`src/rtl/lsu_mem_arbiter_pkg.sv`:
```
// Shared types and widths for the IFU/LSU data-memory arbiter.
package lsu_mem_arbiter_pkg;

    // Bus widths shared by the arbiter, its interface and its selector.
    localparam int XLEN     = 64;
    localparam int ADDR_W   = 32;
    localparam int MASK_W   = XLEN / 8;

    // Wide enough for the largest legal streak limit (15).
    localparam int STREAK_W = 4;

    typedef logic [XLEN-1:0]     xlen_t;
    typedef logic [ADDR_W-1:0]   addr_t;
    typedef logic [MASK_W-1:0]   mask_t;
    typedef logic [STREAK_W-1:0] streak_t;

    // Transaction FSM: grant in IDLE, present downstream in REQ, await response in WAIT.
    typedef enum logic [1:0] {
        ST_IDLE = 2'd0,
        ST_REQ  = 2'd1,
        ST_WAIT = 2'd2
    } state_t;

    // Which requester owns the outstanding transaction.
    typedef enum logic {
        OWNER_IFU = 1'b0,
        OWNER_LSU = 1'b1
    } owner_t;

    // Bit positions inside the selector's grant vector.
    localparam int GNT_IFU = 0;
    localparam int GNT_LSU = 1;

endpackage

```
`src/rtl/lsu_mem_arbiter_if.sv`:
```
// Bundles the IFU, LSU and downstream memory handshakes around the arbiter.
// The slave view belongs to the arbiter; the master view belongs to whatever
// drives the requesters and models the memory.
interface lsu_mem_arbiter_if;
    import lsu_mem_arbiter_pkg::*;

    logic  ifu_req_i;
    addr_t ifu_addr_i;
    logic  ifu_gnt_o;
    logic  ifu_rvalid_o;
    xlen_t ifu_rdata_o;

    logic  lsu_req_i;
    logic  lsu_wen_i;
    addr_t lsu_addr_i;
    mask_t lsu_mask_i;
    xlen_t lsu_wdata_i;
    logic  lsu_gnt_o;
    logic  lsu_rvalid_o;
    xlen_t lsu_rdata_o;

    logic  mem_req_o;
    logic  mem_wen_o;
    addr_t mem_addr_o;
    mask_t mem_mask_o;
    xlen_t mem_wdata_o;
    logic  mem_gnt_i;
    logic  mem_rvalid_i;
    xlen_t mem_rdata_i;

    modport slave (
        input  ifu_req_i, ifu_addr_i,
        output ifu_gnt_o, ifu_rvalid_o, ifu_rdata_o,
        input  lsu_req_i, lsu_wen_i, lsu_addr_i, lsu_mask_i, lsu_wdata_i,
        output lsu_gnt_o, lsu_rvalid_o, lsu_rdata_o,
        output mem_req_o, mem_wen_o, mem_addr_o, mem_mask_o, mem_wdata_o,
        input  mem_gnt_i, mem_rvalid_i, mem_rdata_i
    );

    modport master (
        output ifu_req_i, ifu_addr_i,
        input  ifu_gnt_o, ifu_rvalid_o, ifu_rdata_o,
        output lsu_req_i, lsu_wen_i, lsu_addr_i, lsu_mask_i, lsu_wdata_i,
        input  lsu_gnt_o, lsu_rvalid_o, lsu_rdata_o,
        input  mem_req_o, mem_wen_o, mem_addr_o, mem_mask_o, mem_wdata_o,
        output mem_gnt_i, mem_rvalid_i, mem_rdata_i
    );

endinterface

```
`src/rtl/lsu_mem_arb_sel.sv`:
```
// Priority selector between IFU and LSU with an anti-starvation streak counter.
// LSU wins contested cycles until it has won MAX_LSU_STREAK of them in a row,
// then the IFU is forced through once.
module lsu_mem_arb_sel
    import lsu_mem_arbiter_pkg::*;
#(
    parameter int MAX_LSU_STREAK = 4   // legal range 1..15
) (
    input  logic       clk_i,
    input  logic       rst_i,
    input  logic       arb_en_i,
    input  logic       ifu_req_i,
    input  logic       lsu_req_i,
    output logic [1:0] gnt_o,
    output owner_t     owner_o
);

    localparam streak_t STREAK_MAX = STREAK_W'(MAX_LSU_STREAK);

    streak_t streak_q;
    logic    ifu_forced;

    assign ifu_forced = (streak_q == STREAK_MAX);

    // Pick at most one requester while the arbiter is idle.
    always_comb begin
        gnt_o   = '0;
        owner_o = OWNER_IFU;
        if (arb_en_i) begin
            if (lsu_req_i && !(ifu_req_i && ifu_forced)) begin
                gnt_o[GNT_LSU] = 1'b1;
                owner_o        = OWNER_LSU;
            end else if (ifu_req_i) begin
                gnt_o[GNT_IFU] = 1'b1;
            end
        end
    end

    // Count contested LSU wins; any IFU grant clears the streak.
    always_ff @(posedge clk_i) begin
        if (rst_i) begin
            streak_q <= '0;
        end else if (gnt_o[GNT_IFU]) begin
            streak_q <= '0;
        end else if (gnt_o[GNT_LSU] && ifu_req_i && (streak_q != STREAK_MAX)) begin
            streak_q <= streak_q + streak_t'(1);
        end
    end

endmodule

```
`src/rtl/lsu_mem_arbiter.sv`:
```
// Shares one data-memory port between the IFU and the LSU. One transaction is
// outstanding at a time: the chosen request is latched on its grant, presented
// downstream until accepted, and the response is routed back to its owner.
module lsu_mem_arbiter
    import lsu_mem_arbiter_pkg::*;
#(
    parameter int MAX_LSU_STREAK = 4   // legal range 1..15
) (
    input  logic              clk_i,
    input  logic              rst_i,
    lsu_mem_arbiter_if.slave  bus
);

    state_t     state_q;
    owner_t     owner_q;
    addr_t      addr_q;
    mask_t      mask_q;
    xlen_t      wdata_q;
    logic       wen_q;
    logic       mem_req_q;

    logic [1:0] gnt;
    owner_t     sel_owner;
    logic       arb_en;
    logic       resp;

    // Grants are only offered from IDLE and never while reset is held.
    assign arb_en = (state_q == ST_IDLE) && !rst_i;

    // A response only counts once the request has been accepted downstream.
    assign resp   = (state_q == ST_WAIT) && bus.mem_rvalid_i && !rst_i;

    lsu_mem_arb_sel #(
        .MAX_LSU_STREAK (MAX_LSU_STREAK)
    ) u_sel (
        .clk_i     (clk_i),
        .rst_i     (rst_i),
        .arb_en_i  (arb_en),
        .ifu_req_i (bus.ifu_req_i),
        .lsu_req_i (bus.lsu_req_i),
        .gnt_o     (gnt),
        .owner_o   (sel_owner)
    );

    // Transaction FSM with the request latches and the registered downstream request.
    always_ff @(posedge clk_i) begin
        if (rst_i) begin
            state_q   <= ST_IDLE;
            owner_q   <= OWNER_IFU;
            addr_q    <= '0;
            mask_q    <= '0;
            wdata_q   <= '0;
            wen_q     <= 1'b0;
            mem_req_q <= 1'b0;
        end else begin
            case (state_q)
                ST_IDLE: begin
                    if (gnt != 2'b00) begin
                        owner_q   <= sel_owner;
                        state_q   <= ST_REQ;
                        mem_req_q <= 1'b1;
                        if (sel_owner == OWNER_LSU) begin
                            addr_q  <= bus.lsu_addr_i;
                            mask_q  <= bus.lsu_mask_i;
                            wdata_q <= bus.lsu_wdata_i;
                            wen_q   <= bus.lsu_wen_i;
                        end else begin
                            addr_q  <= bus.ifu_addr_i;
                            mask_q  <= '1;
                            wdata_q <= '0;
                            wen_q   <= 1'b0;
                        end
                    end
                end
                ST_REQ: begin
                    if (bus.mem_gnt_i) begin
                        mem_req_q <= 1'b0;
                        state_q   <= ST_WAIT;
                    end
                end
                ST_WAIT: begin
                    if (bus.mem_rvalid_i) begin
                        state_q <= ST_IDLE;
                    end
                end
                default: begin
                    state_q   <= ST_IDLE;
                    mem_req_q <= 1'b0;
                end
            endcase
        end
    end

    // Grants come straight from the selector so the requester sees them in the same cycle.
    assign bus.ifu_gnt_o    = gnt[GNT_IFU];
    assign bus.lsu_gnt_o    = gnt[GNT_LSU];

    // Route the response to its owner; data is zero whenever valid is low and for stores.
    assign bus.ifu_rvalid_o = resp && (owner_q == OWNER_IFU);
    assign bus.lsu_rvalid_o = resp && (owner_q == OWNER_LSU);
    assign bus.ifu_rdata_o  = bus.ifu_rvalid_o ? bus.mem_rdata_i : '0;
    assign bus.lsu_rdata_o  = (bus.lsu_rvalid_o && !wen_q) ? bus.mem_rdata_i : '0;

    // Downstream request fields come only from the latches, so they hold until granted.
    assign bus.mem_req_o    = mem_req_q;
    assign bus.mem_wen_o    = wen_q;
    assign bus.mem_addr_o   = addr_q;
    assign bus.mem_mask_o   = mask_q;
    assign bus.mem_wdata_o  = wdata_q;

endmodule

```
`src/flat_wrapper.sv`:
```
// flat-port wrapper written by rule: the top's interface ports become plain ports
module lsu_mem_arbiter_flat import lsu_mem_arbiter_pkg::*;
#(
    parameter int MAX_LSU_STREAK = 4                       
)
  (clk_i, rst_i, bus_ifu_req_i, bus_ifu_addr_i, bus_ifu_gnt_o, bus_ifu_rvalid_o, bus_ifu_rdata_o, bus_lsu_req_i, bus_lsu_wen_i, bus_lsu_addr_i, bus_lsu_mask_i, bus_lsu_wdata_i, bus_lsu_gnt_o, bus_lsu_rvalid_o, bus_lsu_rdata_o, bus_mem_req_o, bus_mem_wen_o, bus_mem_addr_o, bus_mem_mask_o, bus_mem_wdata_o, bus_mem_gnt_i, bus_mem_rvalid_i, bus_mem_rdata_i);
  lsu_mem_arbiter_if bus_i ();
  input  logic clk_i;
  input  logic rst_i;
  input wire logic [$bits(bus_i.ifu_req_i)-1:0] bus_ifu_req_i;
  input wire logic [$bits(bus_i.ifu_addr_i)-1:0] bus_ifu_addr_i;
  output wire logic [$bits(bus_i.ifu_gnt_o)-1:0] bus_ifu_gnt_o;
  output wire logic [$bits(bus_i.ifu_rvalid_o)-1:0] bus_ifu_rvalid_o;
  output wire logic [$bits(bus_i.ifu_rdata_o)-1:0] bus_ifu_rdata_o;
  input wire logic [$bits(bus_i.lsu_req_i)-1:0] bus_lsu_req_i;
  input wire logic [$bits(bus_i.lsu_wen_i)-1:0] bus_lsu_wen_i;
  input wire logic [$bits(bus_i.lsu_addr_i)-1:0] bus_lsu_addr_i;
  input wire logic [$bits(bus_i.lsu_mask_i)-1:0] bus_lsu_mask_i;
  input wire logic [$bits(bus_i.lsu_wdata_i)-1:0] bus_lsu_wdata_i;
  output wire logic [$bits(bus_i.lsu_gnt_o)-1:0] bus_lsu_gnt_o;
  output wire logic [$bits(bus_i.lsu_rvalid_o)-1:0] bus_lsu_rvalid_o;
  output wire logic [$bits(bus_i.lsu_rdata_o)-1:0] bus_lsu_rdata_o;
  output wire logic [$bits(bus_i.mem_req_o)-1:0] bus_mem_req_o;
  output wire logic [$bits(bus_i.mem_wen_o)-1:0] bus_mem_wen_o;
  output wire logic [$bits(bus_i.mem_addr_o)-1:0] bus_mem_addr_o;
  output wire logic [$bits(bus_i.mem_mask_o)-1:0] bus_mem_mask_o;
  output wire logic [$bits(bus_i.mem_wdata_o)-1:0] bus_mem_wdata_o;
  input wire logic [$bits(bus_i.mem_gnt_i)-1:0] bus_mem_gnt_i;
  input wire logic [$bits(bus_i.mem_rvalid_i)-1:0] bus_mem_rvalid_i;
  input wire logic [$bits(bus_i.mem_rdata_i)-1:0] bus_mem_rdata_i;
  assign bus_i.ifu_req_i = bus_ifu_req_i;
  assign bus_i.ifu_addr_i = bus_ifu_addr_i;
  assign bus_ifu_gnt_o = bus_i.ifu_gnt_o;
  assign bus_ifu_rvalid_o = bus_i.ifu_rvalid_o;
  assign bus_ifu_rdata_o = bus_i.ifu_rdata_o;
  assign bus_i.lsu_req_i = bus_lsu_req_i;
  assign bus_i.lsu_wen_i = bus_lsu_wen_i;
  assign bus_i.lsu_addr_i = bus_lsu_addr_i;
  assign bus_i.lsu_mask_i = bus_lsu_mask_i;
  assign bus_i.lsu_wdata_i = bus_lsu_wdata_i;
  assign bus_lsu_gnt_o = bus_i.lsu_gnt_o;
  assign bus_lsu_rvalid_o = bus_i.lsu_rvalid_o;
  assign bus_lsu_rdata_o = bus_i.lsu_rdata_o;
  assign bus_mem_req_o = bus_i.mem_req_o;
  assign bus_mem_wen_o = bus_i.mem_wen_o;
  assign bus_mem_addr_o = bus_i.mem_addr_o;
  assign bus_mem_mask_o = bus_i.mem_mask_o;
  assign bus_mem_wdata_o = bus_i.mem_wdata_o;
  assign bus_i.mem_gnt_i = bus_mem_gnt_i;
  assign bus_i.mem_rvalid_i = bus_mem_rvalid_i;
  assign bus_i.mem_rdata_i = bus_mem_rdata_i;
  lsu_mem_arbiter #(.MAX_LSU_STREAK(MAX_LSU_STREAK)) u_core (.clk_i(clk_i), .rst_i(rst_i), .bus(bus_i));
endmodule
```
`config.mk`:
```
export PLATFORM = sky130hd
export DESIGN_NAME = lsu_mem_arbiter_flat
export DESIGN_NICKNAME = d
export VERILOG_FILES = /design/src/rtl/lsu_mem_arbiter_pkg.sv /design/src/rtl/lsu_mem_arbiter_if.sv /design/src/rtl/lsu_mem_arb_sel.sv /design/src/rtl/lsu_mem_arbiter.sv /design/src/flat_wrapper.sv
export SDC_FILE = /design/constraint.sdc
export NUM_CORES = 1
export LEC_CHECK = 0
export BUFFER_PORTS_ARGS = -buffer_cell sky130_fd_sc_hd__clkbuf_2
export CAP_MARGIN = 20
export CORE_AREA = 2 2 173 175
export DETAILED_ROUTE_END_ITERATION = 10
export DIE_AREA = 0 0 175 177
export SYNTH_ARGS = -nofsm -noshare
export SYNTH_HDL_FRONTEND = slang
export SYNTH_HIERARCHICAL = 1
export SYNTH_SLANG_ARGS = --single-unit
```
`constraint.sdc`:
```
create_clock -name clk_i -period 4.3 [get_ports clk_i]
set_clock_uncertainty 0.1 [all_clocks]
set_input_delay 1.075 -clock clk_i [delete_from_list [all_inputs] [get_ports clk_i]]
set_output_delay 1.075 -clock clk_i [all_outputs]
set_load 0.02 [all_outputs]
```
== Word level (Yosys, flattened, before mapping) ==
Index checks and enable logic that the tools add are counted.
Storage, ports and cells
  register bits: 113
  input bits: 207
  output and inout port bits: 238
  logic and storage cells: 55
Operators by class
  $add $sub $neg: 1
  eq/ne operators: 7
  mux-type cells: 18
  bitwise logic cells: 2
  reductions and logical operators: 19
Operators with widths (number)
  2-to-1 mux 64 bit: 3
  2-to-1 mux 32 bit: 1
  logical AND 1 bit: 10
  2-to-1 mux 2 bit: 4
  2-to-1 mux 8 bit: 1
  2-to-1 mux 1 bit: 7
  inequality test 2 bit (second input constant): 3
  one-hot mux 2 bit (3 select lines): 1
  AND reduction 3 bit: 2
  adder 4 x 1 -> 4 bit (second input constant): 1
  equality test 4 x 3 -> 1 bit (second input constant): 1
  inequality test 4 x 3 -> 1 bit (second input constant): 1
  logical NOT 1 bit: 3
  one-hot mux 1 bit (3 select lines): 1
  equality test 2 x 1 -> 1 bit (second input constant): 1
  equality test 2 bit (second input constant): 1
  logical NOT 2 bit: 1
  NOT 1 bit: 2
  AND reduction 2 bit: 1
  nonzero test 2 bit: 1
  OR reduction 2 bit: 1

== Logic depth before layout (Yosys ltp) ==
Gate-level depths: netlist of the first run.
  word-level depth: 9
  mapped depth: 12
  mapped depth without buffers: 7

== By module ==
Netlist of the first run, hierarchy kept.
By module, submodules not included
  lsu_mem_arbiter: times used 1, cells an instance 657, area each 5421.4 µm², sequential area each 2182.1 µm²
  lsu_mem_arb_sel: times used 1, cells an instance 30, area each 262.8 µm², sequential area each 80.1 µm²

== Least setup slack after synthesis of the first run ==
Ideal clock, no wire load.
  kind: input to output
  start: in rst_i
  end: out bus_ifu_rdata_o[10]
  data arrival time: 2.187 ns
  required time: 3.125 ns
  slack: 0.938 ns
  stages: 5
  buffers on the path: 2
  cells stage by stage: or3b_4 -> nor3b_2 -> buf_4 -> buf_6 -> and2_1
On the way
  longest elaborated chain between the ends: 4
Ends and longest elaborated chain
  start, declared: line flat_wrapper.sv:9  | input logic rst_i;
  logical NOT 1 bit: line lsu_mem_arbiter.sv:31  | assign resp = (state_q == ST_WAIT) && bus.mem_rvalid_i && !rst_i;
  logical AND 1 bit: line lsu_mem_arbiter.sv:31
  logical AND 1 bit: line lsu_mem_arbiter.sv:99  | assign bus.ifu_rvalid_o = resp && (owner_q == OWNER_IFU);
  2-to-1 mux 64 bit: line lsu_mem_arbiter.sv:101  | assign bus.ifu_rdata_o = bus.ifu_rvalid_o ? bus.mem_rdata_i : '0;
  end, declared: line flat_wrapper.sv:14  | output wire logic [$bits(bus_i.ifu_rdata_o)-1:0] bus_ifu_rdata_o;
No other way between the ends.

== Final worst setup path of the first run ==
  start: in rst_i
  end: out bus_ifu_rdata_o[38]
Same word-level chain as after synthesis.

==> results of run 1 <==
## cell type report
type | instances | area share, %
Tap cell | 390 | 5.59
Inverter | 11 | 0.473
Sequential cell | 113 | 25.9
Antenna cell | 6 | 0.172
Multi-Input combinational cell | 481 | 34.6
Clock buffer | 22 | 5.43
Clock inverter | 7 | 0.974
Timing Repair Buffer | 457 | 26.9
## power by group
group	switching, mW	internal [mW]
registers	0.0339	1.11
logic	0.374	0.202
clock network	0.487	0.882
total	0.895	2.19
## sequential cells by signal, summed over array words and instances (netlist names)
signal                  cells
u_core/bus.mem_wdata_o     64
u_core/bus.mem_addr_o      32
u_core/state_q              2
u_core/owner_q              1
u_core/bus.mem_req_o        1
u_core/u_sel/streak_q       4
u_core/bus.mem_mask_o       8
u_core/bus.mem_wen_o        1
## cells by family after synthesis
group | share of synthesized area [%]
fa+ha+maj | 0.440
flops | 39.8
compound gates | 22.2
simple gates | 24.3
buf+inv | 7.68
mux | 5.64
## path summary, 6_finish.rpt
path / start / endpoint / slack [ps] / cells past startpoint
worst max-delay path: rst_i / bus_ifu_rdata_o[38] / 510 / 6
worst max register to register: u_core/state_q[1] / u_core/bus.mem_addr_o[17] / 1560 / 6
worst min register to register: u_core/bus.mem_req_o / u_core/bus.mem_req_o / 370 / 2
worst min-delay path: u_core/bus.mem_req_o / u_core/bus.mem_req_o / 370 / 2
## per-layer routing
| layer | wire length (µm) | track usage, % | up-vias |
|---|---|---|---|
| met3 | 2350 | 5.61 | 37 |
| met2 | 12600 | 26.6 | 333 |
| met5 | 19 | 0 | - |
| met4 | 733 | 6.53 | 4 |
| met1 | 9740 | 17.8 | 3059 |
| li1 | - | - | 3250 |
## Yosys cell counts, types with 3 or more instances
library cell / n / area (µm²)
a211oi_1: 35 / 263
a21oi_1: 110 / 551
a311oi_1: 8 / 70.1
and2_1: 128 / 801
buf_2: 16 / 80.1
buf_6: 7 / 78.8
clkbuf_1: 50 / 188
clkbuf_2: 6 / 30.0
dfxtp_1: 113 / 2260
inv_1: 11 / 41.3
mux2i_1: 32 / 320
nand2_1: 6 / 22.5
nand3_1: 3 / 15.0
nand4_1: 66 / 413
nor2_1: 5 / 18.8
o21ai_0: 71 / 355
## metrics by stage
| step | power, mW | cell area [µm²] |
|---|---|---|
| after CTS | 3.12 | 8720 |
| final | 3.09 | 8730 |
| after floorplan | 1.49 | 5680 |
| after detailed placement | 1.74 | 8160 |
| after global routing | 3.22 | 8730 |
| after global placement | 1.74 | 8160 |
## critical path: stages
cell and delay, ps:
buf_4 120, or3b_4 410, nor3b_4 210, buf_4 410, and2_1 200, clkbuf_2 160
## cells in the final DEF, fill, tap and decap left out, drive strengths merged
cell type / count
clkbuf: 465
and2: 128
dfxtp: 113
a21oi: 110
o21ai: 71
nand4: 66
a211oi: 36
mux2i: 32
buf: 14
inv: 11
a311oi: 8
diode: 6
nand2: 6
nor2: 6
clkinv: 5
nand3: 3
or2: 3
bufinv: 2
ha: 2
or3b: 2
nor3: 2
nor3b: 1
nand3b: 1
and3b: 1
o211a: 1
or3: 1
or4: 1
==> out/qor.csv, run 1 <==
stage;metric;value;unit
status;outcome;complete, no violations;
setup_path;criticalPathCategory;in -> out;
power;leakage;4.09;nW
finish;multi_input_area;0.00302;mm²
synth;syn-cell-area;0.00568;mm²
die;die_area;0.0310;mm²
placement;preCtsSetupSlack;508;ps
sta;fin_ws;513;ps
finish;ff_latch_area;0.00226;mm²
die;pin_count;445;
detailed_routing;via_per_inst;4.49;
placement;dp_cells;1452;
grt;track_usage;15.7;%
grt;grt_max_degree;74;
sta;totalNegativeSetupSlack;0;ps
placement;hpwl;19.6;mm
setup_path;critPathMaxFanout;65;
clock_tree;clock_latency;410;ps
die;start_util;19.4;%
clock_tree;holdBufCountCts;0;
power;ir_drop;262;µV
detailed_routing;drtAntennaViolNets;0;
placement;io_buffers;444;
detailed_routing;drt-total-wl;25.4;mm
synth;ys_ff_latch;113;
sta;slew_headroom;42.2;%
sta;rsz0062_at_grt;false;
detailed_routing;drc_errors;0;
setup_path;startpoint_type;primary input;
synth;syn-num-nets;896;
finish;layout.nets;1290;
worst_hold_path;hold_path.class;reg -> reg;
grt;grt_pass1_wl;36.8;mm
clock_tree;cts_buffer_depth;2;
synth;synth-seq-area-share;39.8;%
finish;final_util;29.9;%
finish;final_cells;1487;
synth;synth_cells;687;
clock_tree;cts_max_level;4;
clock_tree;cts_sinks;113;
sta;holdWs;366;ps
clock_tree;cts_buffers;17;
detailed_routing;vias;6683;
finish;syn_to_final_growth;53.6;%
clock_tree;cts_setup_buffers;0;
synth;synth.distinct_cells;33;
finish;nFillCells;3142;
setup_path;critical_path_arrival;2610;ps
sta;setup_viol;0;
detailed_routing;drtIter0Drc;374;
grt;grt_remaining_overflow;0;
sta;period_share;88.1;%
sta;slew_viol_final;0;
setup_path;end_kind;primary output;
clock_tree;cts_tree;done;
die;rows;63;
die;core;0.0292;mm²
detailed_routing;first_pass_iters;5;
synth;ys.flop_type;dfxtp_1;
grt;antenna_found_initial;12;
detailed_routing;wl_per_cell;17.1;µm
placement;globalplace.congestion;0.844;
clock_tree;cts_root_buf;clkbuf_16;
sta;worstMarginPinSlew;867;ps
clock_tree;clk_pin_slew;50;ps
synth;syn_avg_cell_area;8.27;µm²
power;p_per_area;354;mW/mm²
run;drv_cap;0;
synth;postSynth.asyncResetShare;0;%
sta;max_freq;264;MHz
synth;ys_warn_count;6;
finish;drive_gt1_share;45.3;%
die;fp.dieH;177;µm
grt;first_global_vias;6077;
clock_tree;cts_resized;0;
setup_path;worst_ep_required_time;3120;ps
sta;finalHoldViolations;0;
die;dieWidth;175;µm
synth;synth-edff-count;0;
sta;fin_crit;3790;ps
(Power assumes the default switching activity.)
==> run 2, diff against run 1 <==
--- a/config.mk
+++ b/config.mk
@@ -7,9 +7,10 @@
 export LEC_CHECK = 0
 export BUFFER_PORTS_ARGS = -buffer_cell sky130_fd_sc_hd__clkbuf_2
 export CAP_MARGIN = 20
-export CORE_AREA = 2 2 173 175
+export CORE_AREA = 10 10 167 169
 export DETAILED_ROUTE_END_ITERATION = 10
-export DIE_AREA = 0 0 175 177
+export DIE_AREA = 0 0 177 179
+export HOLD_SLACK_MARGIN = 0.05
 export SYNTH_ARGS = -nofsm -noshare
 export SYNTH_HDL_FRONTEND = slang
 export SYNTH_HIERARCHICAL = 1
==> out/qor.csv, run 2 (synthesis results as in run 1) <==
stage;metric;value;unit;change
clock_tree;cts_root_buf;clkbuf_16;;
setup_path;critical_path_arrival;2610;ps;about the same
die;die_area;0.0317;mm²;+2.3%
die;core;0.0247;mm²;-15%
sta;period_share;88.0;%;-0.095 points
detailed_routing;via_per_inst;4.66;;+3.7%
setup_path;startpoint_type;primary input;;
power;leakage;4.11;nW;+0.55%
finish;syn_to_final_growth;53.5;%;
sta;fin_crit;3780;ps;-4.09 ps
detailed_routing;drtIter0Drc;279;;-25%
detailed_routing;drt-total-wl;27.9;mm;+9.6%
status;outcome;complete, no violations;;
die;pin_count;445;;unchanged
die;fp.dieH;179;µm;+1.1%
grt;grt_pass1_wl;39.9;mm;+8.3%
placement;dp_cells;1392;;-4.1%
finish;largest_reg_flops;64;;unchanged
finish;final_cells;1428;;-4.0%
setup_path;critPathMaxFanout;65;;unchanged
clock_tree;cts_tree;done;;
power;p_per_area;372;mW/mm²;+5.1%
sta;setup_viol;0;;unchanged
grt;grt_max_degree;72;;-2.7%
die;start_util;23.0;%;+3.5 points
sta;rsz0062_at_grt;false;;
clock_tree;cts_resized;0;;unchanged
setup_path;worst_ep_required_time;3120;ps;about the same
finish;layout.nets;1290;;unchanged
setup_path;slowest_stage;or3b_4;;
detailed_routing;vias;6654;;-0.43%
grt;antenna_found_initial;8;;-4
setup_path;critPathMostFrequentCell;buf_4;;
sta;worstMarginPinSlew;989;ps;+123 ps
grt;first_global_vias;6601;;+8.6%
die;dieWidth;177;µm;+1.1%
clock_tree;cts_setup_buffers;0;;unchanged
setup_path;cp_slowest_stage_delay;410;ps;about the same
clock_tree;cts_max_level;4;;unchanged
finish;mostFrequentLayoutCells;clkbuf_2 (443), and2_1 (128), dfxtp_1 (113);;
sta;finalHoldViolations;0;;unchanged
worst_hold_path;hold_path.class;reg -> reg;;
clock_tree;cts_buffer_depth;2;;unchanged
detailed_routing;drtAntennaViolNets;0;;unchanged
setup_path;criticalPathCategory;in -> out;;
run;drv_cap;0;;unchanged
finish;drive_gt1_share;45.5;%;+0.19 points
sta;max_freq;264;MHz;+0.11%
die;rows;58;;-7.9%
setup_path;path_cells;buf_4 > or3b_4 > nor3b_4 > buf_4 > and2_1 > clkbuf_2;;
clock_tree;clk_pin_slew;50;ps;about the same
finish;nFillCells;2640;;-16%
sta;totalNegativeSetupSlack;0;ps;unchanged
finish;final_common_cell;clkbuf_2;;
detailed_routing;drc_errors;0;;unchanged
power;ir_drop;243;µV;-6.9%
clock_tree;cts_buffers;17;;unchanged
grt;track_usage;16.1;%;+0.50 points
sta;slew_viol_final;0;;unchanged
setup_path;end_kind;primary output;;
placement;io_buffers;444;;unchanged
setup_path;cp_num_buf_inv;3;;unchanged
detailed_routing;wl_per_cell;19.5;µm;+14%
sta;slew_headroom;33.9;%;-8.3 points
setup_path;crit_family;simple AND/OR/NAND/NOR gates;;
clock_tree;cts_sinks;113;;unchanged
clock_tree;holdBufCountCts;0;;unchanged
grt;grt_remaining_overflow;0;;unchanged
placement;globalplace.congestion;0.859;;+1.8%
detailed_routing;first_pass_iters;4;;-1
clock_tree;clock_latency;400;ps;about the same
placement;hpwl;21.6;mm;+9.9%
[run 2: per-layer routing]
metal  routed length, µm  GRT usage (%)  vias up  share of wire, %
met5                  13              0        -             0.047
met4                 743           7.25        2               2.7
met3                2710           5.54       40               9.7
met2               14000           27.5      310                50
met1               10400           17.8     3050                37
li1                    -              -     3252                 -
[run 2: layout make-up]
cell class	instances	area (µm²)	share of cell area, %
Multi-Input combinational cell	481	3020	34.6
Inverter	11	41.3	0.473
Clock inverter	10	158	1.81
Timing Repair Buffer	457	2350	26.9
Sequential cell	113	2260	25.9
Clock buffer	21	470	5.39
Tap cell	330	413	4.73
Antenna cell	5	12.5	0.143
[run 2: power breakdown]
group	internal (mW)	switching [mW]	total, mW
sequential	1.11	0.0336	1.14
combinational	0.202	0.382	0.583
clock	1.01	0.509	1.52
[run 2: worst min-delay path, stage by stage (launching register included)]
cell and delay, ps:
dfxtp_1 300, nand2_1 50, a21oi_1 60
[run 2: metrics by stage]
step | instance area [µm²] | total power [mW] | util [%] | hold slack, ps | worst slack (ps)
5_1_grt | 8720 | 3.38 | 35.2 | 386 | 411
6_report | 8720 | 3.24 | 35.3 | 359 | 517
3_5_place_dp | 8080 | 1.75 | 32.7 | 357 | 501
2_1_floorplan | 5680 | 1.49 | - | 370 | 938
3_3_place_gp | 8080 | 1.75 | 32.7 | 350 | 524
4_1_cts | 8710 | 3.28 | 35.2 | 364 | 500
[run 2: path summary, 6_finish.rpt]
check / from / to / slack, ps / cells after the start
max: rst_i / bus_ifu_rdata_o[61] / 520 / 6
min: u_core/bus.mem_req_o / u_core/bus.mem_req_o / 360 / 2
max reg2reg: u_core/state_q[1] / u_core/bus.mem_mask_o[5] / 1490 / 8
min reg2reg: u_core/bus.mem_req_o / u_core/bus.mem_req_o / 360 / 2
